### src/rtl/_cmp_pipe_impl_pkg.sv
// -----------------------------------------------------------------------------
// cmp_pkg
// Shared types and helpers for the pipelined magnitude comparator.
//   cmp_op_t          : 2-bit compare opcode (LTU, LT, GEU, GE)
//   CMP_CHUNK_DEFAULT : default number of operand bits resolved per stage
//   is_signed(op)     : 1 for the signed opcodes (LT, GE)
//   is_ge(op)         : 1 for the greater-or-equal opcodes (GEU, GE)
// -----------------------------------------------------------------------------
package cmp_pkg;

   typedef enum logic [1:0] {
      CMP_LTU = 2'd0,
      CMP_LT  = 2'd1,
      CMP_GEU = 2'd2,
      CMP_GE  = 2'd3
   } cmp_op_t;

   localparam int CMP_CHUNK_DEFAULT = 8;

   function automatic logic is_signed(input cmp_op_t op);
      return (op == CMP_LT) || (op == CMP_GE);
   endfunction

   function automatic logic is_ge(input cmp_op_t op);
      return (op == CMP_GEU) || (op == CMP_GE);
   endfunction

endpackage

### src/rtl/_cmp_chunk.sv
// -----------------------------------------------------------------------------
// _cmp_chunk
// One combinational slice of the MSB-first magnitude compare. Once a more
// significant slice has decided (lt_in or gt_in set) the decision is carried
// through unchanged; otherwise this slice decides.
// Ports:
//   a_chunk, b_chunk : CHUNK-bit operand slices
//   lt_in, gt_in     : decision from the more significant slices
//   lt_out, gt_out   : decision including this slice (never both 1)
// -----------------------------------------------------------------------------
module _cmp_chunk #(
   parameter int CHUNK = 8
) (
   input  logic [CHUNK-1:0] a_chunk,
   input  logic [CHUNK-1:0] b_chunk,
   input  logic             lt_in,
   input  logic             gt_in,
   output logic             lt_out,
   output logic             gt_out
);

   logic chunk_lt_s;
   logic chunk_gt_s;

   assign chunk_lt_s = (a_chunk < b_chunk);
   assign chunk_gt_s = (a_chunk > b_chunk);

   assign lt_out = lt_in | (~gt_in & chunk_lt_s);
   assign gt_out = gt_in | (~lt_in & chunk_gt_s);

endmodule

### src/rtl/_cmp_pipe_impl.sv
// -----------------------------------------------------------------------------
// _cmp_pipe_impl
// Pipelined signed/unsigned magnitude comparator. Operands are resolved
// MSB-first, CHUNK bits per stage, giving a latency of WIDTH/CHUNK cycles at
// one op per cycle. A single global stall (advance) freezes every stage.
// Ports:
//   clk, rst            : clock, synchronous active-high reset
//   flush               : kill every in-flight op on the next edge
//   in_valid/in_ready   : input handshake (in_ready low while flush=1)
//   in_a, in_b          : operands
//   in_op               : cmp_op_t opcode
//   in_mask             : 1 = result replicated over WIDTH bits, 0 = bit 0
//   in_tag              : opaque tag returned with the result
//   out_valid/out_ready : output handshake
//   out_res, out_tag    : formatted result and its tag (zero when idle)
//   out_eq              : operands equal; present only with
//                         CMP_PIPE_EQ_OUT_EN defined
// -----------------------------------------------------------------------------
module _cmp_pipe_impl
   import cmp_pkg::*;
#(
   parameter int WIDTH = 32,
   parameter int CHUNK = CMP_CHUNK_DEFAULT,
   parameter int TAG_W = 5
) (
   input  logic             clk,
   input  logic             rst,
   input  logic             flush,
   input  logic             in_valid,
   output logic             in_ready,
   input  logic [WIDTH-1:0] in_a,
   input  logic [WIDTH-1:0] in_b,
   input  logic [1:0]       in_op,
   input  logic             in_mask,
   input  logic [TAG_W-1:0] in_tag,
   output logic             out_valid,
   input  logic             out_ready,
   output logic [WIDTH-1:0] out_res,
   output logic [TAG_W-1:0] out_tag
`ifdef CMP_PIPE_EQ_OUT_EN
   ,
   output logic             out_eq
`endif
);

   localparam int STAGES = WIDTH / CHUNK;
   localparam int LAST   = STAGES - 1;

   logic    advance_s;
   logic    accept_s;
   logic    sign_flip_s;
   logic    last_valid_s;
   logic    res_bit_s;
   cmp_op_t in_op_s;

   assign in_op_s      = cmp_op_t'(in_op);
   assign sign_flip_s  = is_signed(in_op_s);
   assign last_valid_s = g_stage[LAST].valid_q;
   assign advance_s    = out_ready | ~last_valid_s;
   assign in_ready     = advance_s & ~flush;
   assign accept_s     = in_valid & in_ready;

   for (genvar k = 0; k < STAGES; k++) begin : g_stage
      // Operand bits still unresolved when they reach this stage.
      localparam int REM_IN = WIDTH - k * CHUNK;

      logic [REM_IN-1:0] a_s;
      logic [REM_IN-1:0] b_s;
      logic              lt_in_s;
      logic              gt_in_s;
      logic              lt_out_s;
      logic              gt_out_s;
      logic              valid_in_s;
      logic              mask_in_s;
      cmp_op_t           op_in_s;
      logic [TAG_W-1:0]  tag_in_s;

      logic              valid_q;
      logic              valid_d;
      logic              lt_q;
      logic              gt_q;
      logic              mask_q;
      cmp_op_t           op_q;
      logic [TAG_W-1:0]  tag_q;

      if (k == 0) begin : g_entry
         // Flipping the sign bits turns a signed compare into an unsigned one.
         assign a_s        = in_a ^ {sign_flip_s, {(WIDTH-1){1'b0}}};
         assign b_s        = in_b ^ {sign_flip_s, {(WIDTH-1){1'b0}}};
         assign lt_in_s    = 1'b0;
         assign gt_in_s    = 1'b0;
         assign valid_in_s = accept_s;
         assign op_in_s    = in_op_s;
         assign mask_in_s  = in_mask;
         assign tag_in_s   = in_tag;
      end else begin : g_link
         assign a_s        = g_stage[k-1].g_rem.a_rem_q;
         assign b_s        = g_stage[k-1].g_rem.b_rem_q;
         assign lt_in_s    = g_stage[k-1].lt_q;
         assign gt_in_s    = g_stage[k-1].gt_q;
         assign valid_in_s = g_stage[k-1].valid_q;
         assign op_in_s    = g_stage[k-1].op_q;
         assign mask_in_s  = g_stage[k-1].mask_q;
         assign tag_in_s   = g_stage[k-1].tag_q;
      end

      _cmp_chunk #(
         .CHUNK (CHUNK)
      ) u_chunk (
         .a_chunk (a_s[REM_IN-1 -: CHUNK]),
         .b_chunk (b_s[REM_IN-1 -: CHUNK]),
         .lt_in   (lt_in_s),
         .gt_in   (gt_in_s),
         .lt_out  (lt_out_s),
         .gt_out  (gt_out_s)
      );

      // Stage valid: flush kills, stall holds (bubbles included).
      always_comb begin
         valid_d = valid_q;
         if (flush) begin
            valid_d = 1'b0;
         end else if (advance_s) begin
            valid_d = valid_in_s;
         end else begin
            valid_d = valid_q;
         end
      end

      // Stage control/flag registers.
      always_ff @(posedge clk) begin
         if (rst) begin
            valid_q <= 1'b0;
            lt_q    <= 1'b0;
            gt_q    <= 1'b0;
            mask_q  <= 1'b0;
            op_q    <= CMP_LTU;
            tag_q   <= {TAG_W{1'b0}};
         end else begin
            valid_q <= valid_d;
            if (advance_s) begin
               lt_q   <= lt_out_s;
               gt_q   <= gt_out_s;
               mask_q <= mask_in_s;
               op_q   <= op_in_s;
               tag_q  <= tag_in_s;
            end
         end
      end

      // Only the not-yet-compared low bits travel on; the last stage has none.
      if (k < LAST) begin : g_rem
         logic [REM_IN-CHUNK-1:0] a_rem_q;
         logic [REM_IN-CHUNK-1:0] b_rem_q;

         // Remaining operand bits for the next stage.
         always_ff @(posedge clk) begin
            if (rst) begin
               a_rem_q <= {(REM_IN-CHUNK){1'b0}};
               b_rem_q <= {(REM_IN-CHUNK){1'b0}};
            end else if (advance_s) begin
               a_rem_q <= a_s[REM_IN-CHUNK-1:0];
               b_rem_q <= b_s[REM_IN-CHUNK-1:0];
            end
         end
      end
   end

   assign res_bit_s = is_ge(g_stage[LAST].op_q) ? ~g_stage[LAST].lt_q
                                                :  g_stage[LAST].lt_q;

   // Result formatting; everything is forced to zero while no result is valid.
   always_comb begin
      out_valid = last_valid_s;
      out_res   = {WIDTH{1'b0}};
      out_tag   = {TAG_W{1'b0}};
      if (last_valid_s) begin
         out_tag = g_stage[LAST].tag_q;
         if (g_stage[LAST].mask_q) begin
            out_res = {WIDTH{res_bit_s}};
         end else begin
            out_res = {{(WIDTH-1){1'b0}}, res_bit_s};
         end
      end else begin
         out_tag = {TAG_W{1'b0}};
         out_res = {WIDTH{1'b0}};
      end
   end

`ifdef CMP_PIPE_EQ_OUT_EN
   assign out_eq = last_valid_s & ~g_stage[LAST].lt_q & ~g_stage[LAST].gt_q;
`endif

endmodule

### config.mk
export PLATFORM = sky130hd
export DESIGN_NAME = _cmp_pipe_impl
export DESIGN_NICKNAME = d
export VERILOG_FILES = /design/src/rtl/_cmp_pipe_impl_pkg.sv /design/src/rtl/_cmp_chunk.sv /design/src/rtl/_cmp_pipe_impl.sv
export SDC_FILE = /design/constraint.sdc
export NUM_CORES = 1
export LEC_CHECK = 0
export ABC_AREA = 1
export BUFFER_PORTS_ARGS = -buffer_cell sky130_fd_sc_hd__clkbuf_2
export CORE_MARGIN = 4
export CORE_UTILIZATION = 59
export CTS_CLUSTER_DIAMETER = 120
export DETAILED_ROUTE_END_ITERATION = 10
export PLACE_DENSITY_LB_ADDON = 0.2
export SETUP_SLACK_MARGIN = 0.5
export SYNTH_ARGS = -nofsm -noshare
export SYNTH_HDL_FRONTEND = slang
export SYNTH_SLANG_ARGS = --single-unit
export TNS_END_PERCENT = 20
### constraint.sdc
create_clock -name clk -period 4.5 [get_ports clk]
set_clock_uncertainty 0.15 [all_clocks]
set_input_delay 0.45 -clock clk [delete_from_list [all_inputs] [get_ports clk]]
set_output_delay 0.45 -clock clk [all_outputs]
set_load 0.02 [all_outputs]
==> impl_metrics.py <==
metrics = {
    "run_status": {
        "status": "complete, no violations",
    },
    "layout": {
        "area_delta_synth_final_pct": 13.2,
        "share_of_the_core_filled_with_cells_pct": 68.8,
        "final_net_count": 935,
        "mostFrequentLayoutCell": "nor2_1",
        "diodes": 0,
        "layout_common_cells": "nor2_1, dfxtp_1, clkbuf_2",
        "post-route-cell-area_um2": 6750,
        "fin_cells": 974,
        "fraction_of_final_layout_cells_sized_beyond_drive_strength_1_pct": 19.5,
    },
    "placement": {
        "dp_cells": 941,
        "placement.setup.worst_slack_ns": 2.05,
        "placed_area_um2": 6130,
        "finalWeightedCongestion": 0.763,
        "buffer_ports.inserted": 115,
        "detailed_place_hpwl_um": 7390,
    },
    "setup_path": {
        "worst_r2r_startpoint": "out_valid$_SDFFE_PP0N_",
        "startpoint_type": "register",
        "cp.arrival_ns": 2.73,
        "endpoint_kind": "register",
        "timing.reg2reg.setup_slack_ns": 2.06,
        "crit_required_ns": 4.79,
        "criticalPathCategory": "reg2reg",
        "reg2regPathDepth": 5,
        "regToRegEndpoint": "g_stage[1].g_rem.b_rem_q[2]$_SDFFE_PP0N_",
        "path_max_fanout": 122,
    },
    "sta": {
        "rsz0062_at_grt": "no",
        "smallest_hold_slack_ns": 0.0201,
        "layout_setup_ws_ns": 2.06,
        "drv_slew": 0,
        "post_route_minimum_period_ns": 2.44,
        "timing.final.setup_violations": 0,
        "fin_crit_sh_pct": 54.3,
        "tightestPinTransition_ns": 1.05,
        "slew_headroom_pct": 30.2,
        "maxClockFrequency_ghz": 0.409,
        "finalHoldViolCount": 0,
        "timing.setup.tns_ns": 0,
    },
    "route": {
        "route.final.wire_length_um": 11200,
        "post_route_ant_nets": 0,
        "route.vias.total": 4816,
        "drt-pass1-iter-count": 4,
        "remaining_drc_errors": 0,
        "routedWlPerCell_um": 11.5,
        "viasPerCell": 4.94,
        "dr.first_iter.drc_count": 272,
    },
    "global_routing": {
        "grt_usage_pct": 20.1,
        "wire_length_of_the_first_global_routing_pass_um": 18800,
        "antenna_found_initial": 0,
        "grt_pass1_vias": 4469,
        "grt.overflow.total": 0,
        "grt_start_max_net_pins": 123,
    },
    "die": {
        "floorplan.die_area_um2": 11800,
        "start_util_pct": 60.7,
        "die-height_um": 109,
        "core_area_um2": 9820,
        "die_width_um": 109,
        "num_rows": 36,
        "io-pin-count": 116,
    },
    "synthesis": {
        "syn_area_um2": 5960,
        "synth_instances": 765,
        "synth_enable_flop_cells": 0,
        "dominantRegCellSynth": "dfxtp_1",
        "register_area_share_after_synthesis_pct": 45.3,
        "synth.ff_latch_count": 135,
        "yosysUniqueCellTypes": 28,
        "syn_area_per_cell_um2": 7.80,
        "yosysWarningCount": 0,
        "share_of_flip_flops_with_an_asynchronous_set_or_reset_after_synthesis_pct": 0,
        "mappedNetlistNets": 872,
    },
    "flow_run": {
        "timing.max_cap.violations": 0,
    },
    "cts": {
        "cts.sinks": 135,
        "cts-root-buf": "clkbuf_8",
        "cts_hold_buf": 1,
        "cts_resized": 0,
        "cts_htree_levels": 4,
        "num_cts_buffers": 17,
        "clock_latency_ns": 0.52,
        "path_clk_slew_ns": 0.06,
        "tritoncts": "built",
        "cts.repair_timing.setup_buffer_count": 0,
        "max-clock-path-buffers": 2,
    },
    "power": {
        "report.power.total_mw": 2.88,
        "p_seq_share_pct": 44.4,
        "p_comb_share_pct": 6.5,
        "clockPowerShare_pct": 49.1,
        "irDropWorstVdd_uv": 269,
        "internal_power_mw": 2.24,
        "net_switching_uw": 646,
        "power.switching_fraction_pct": 22.4,
        "power_density_nw_per_um2": 427,
        "p_leak_nw": 3.49,
    },
    "hold_path": {
        "hold_class": "in2reg",
        "min_path_cells": 3,
        "holdPathEnd": "g_stage[0].g_rem.b_rem_q[10]$_SDFFE_PP0N_",
        "holdCritStartpoint": "in_b[10]",
    },
}
==> cells by family after synthesis <==
| logic type | synth area share (%) |
|---|---|
| AO/OA/AOI/OAI | 15.6 |
| XOR/XNOR | 0.147 |
| adder cells (fa/ha/maj) | 6.29 |
| buffers and inverters | 13.9 |
| flip-flops | 45.3 |
| AND/OR/NAND/NOR | 18.7 |
==> final cells by class <==
type	count	area (µm²)
tap	133	166
inverter	59	224
clock buffer	17	414
multi-input combinational	496	2430
clock inverter	15	203
fill	849	3070
timing repair buffer	119	608
sequential	135	2700
==> cells in the mapped netlist (all sizes together) (2+ instances only) <==
cell | count | area share, %
dfxtp | 135 | 45
ha | 30 | 6.3
clkbuf | 14 | 0.90
buf | 61 | 9.3
a31oi | 2 | 0.21
nand2 | 71 | 4.5
nand3 | 3 | 0.25
inv | 59 | 3.8
nand4 | 3 | 0.31
o21bai | 3 | 0.38
o21ai | 125 | 10
a21oi | 46 | 4.3
nor2 | 208 | 13
==> worst max path at each step <==
stage	start	to	depth (start not counted)
global route	out_valid$_SDFFE_PP0N_	g_stage[1].g_rem.b_rem_q[2]$_SDFFE_PP0N_	5
detailed placement	out_ready	g_stage[2].g_rem.a_rem_q[2]$_SDFFE_PP0N_	5
global placement	rst	g_stage[1].g_rem.a_rem_q[8]$_SDFFE_PP0N_	5
CTS	out_valid$_SDFFE_PP0N_	g_stage[1].g_rem.b_rem_q[2]$_SDFFE_PP0N_	5
finish	out_valid$_SDFFE_PP0N_	g_stage[1].g_rem.b_rem_q[2]$_SDFFE_PP0N_	5
floorplan	out_valid$_SDFFE_PP0N_	out_res[10]	3
==> worst max-delay path: stages, from the launching register on <==
cell	delay (ns)
dfxtp_1	0.45
inv_2	0.12
nor2_8	0.37
buf_4	0.84
o21ai_0	0.20
nor2_1	0.19
==> routing by layer <==
metal | global-route usage, % | share of wire (%) | vias to the layer above
met3 | 5.67 | 5.4 | 20
met2 | 34.3 | 47 | 119
li1 | - | - | 2540
met1 | 23.5 | 46 | 2137
met4 | 8.30 | 2.0 | 0
met5 | 0 | 0 | -
==> power groups by stage <==
stage                     registers (mW)  logic [mW]  clock network, mW
after global placement              1.30       0.177                  0
final                               1.28       0.187               1.42
after detailed placement            1.31       0.186                  0
after floorplan                     1.30       0.126                  0
after CTS                           1.28       0.189               1.44
after global routing                1.29       0.217               1.50
==> sequential cells by signal (all words and copies together), names as in the netlist <==
| register | flops |
|---|---|
| g_stage.mask_q | 4 |
| g_stage.gt_q | 3 |
| g_stage.g_rem.b_rem_q | 48 |
| g_stage.g_rem.a_rem_q | 48 |
| g_stage.lt_q | 4 |
| g_stage.valid_q | 3 |
| g_stage.op_q | 4 |
| g_stage.tag_q | 20 |
| out_valid | 1 |
Note: power is estimated with default switching activity, not from simulation.
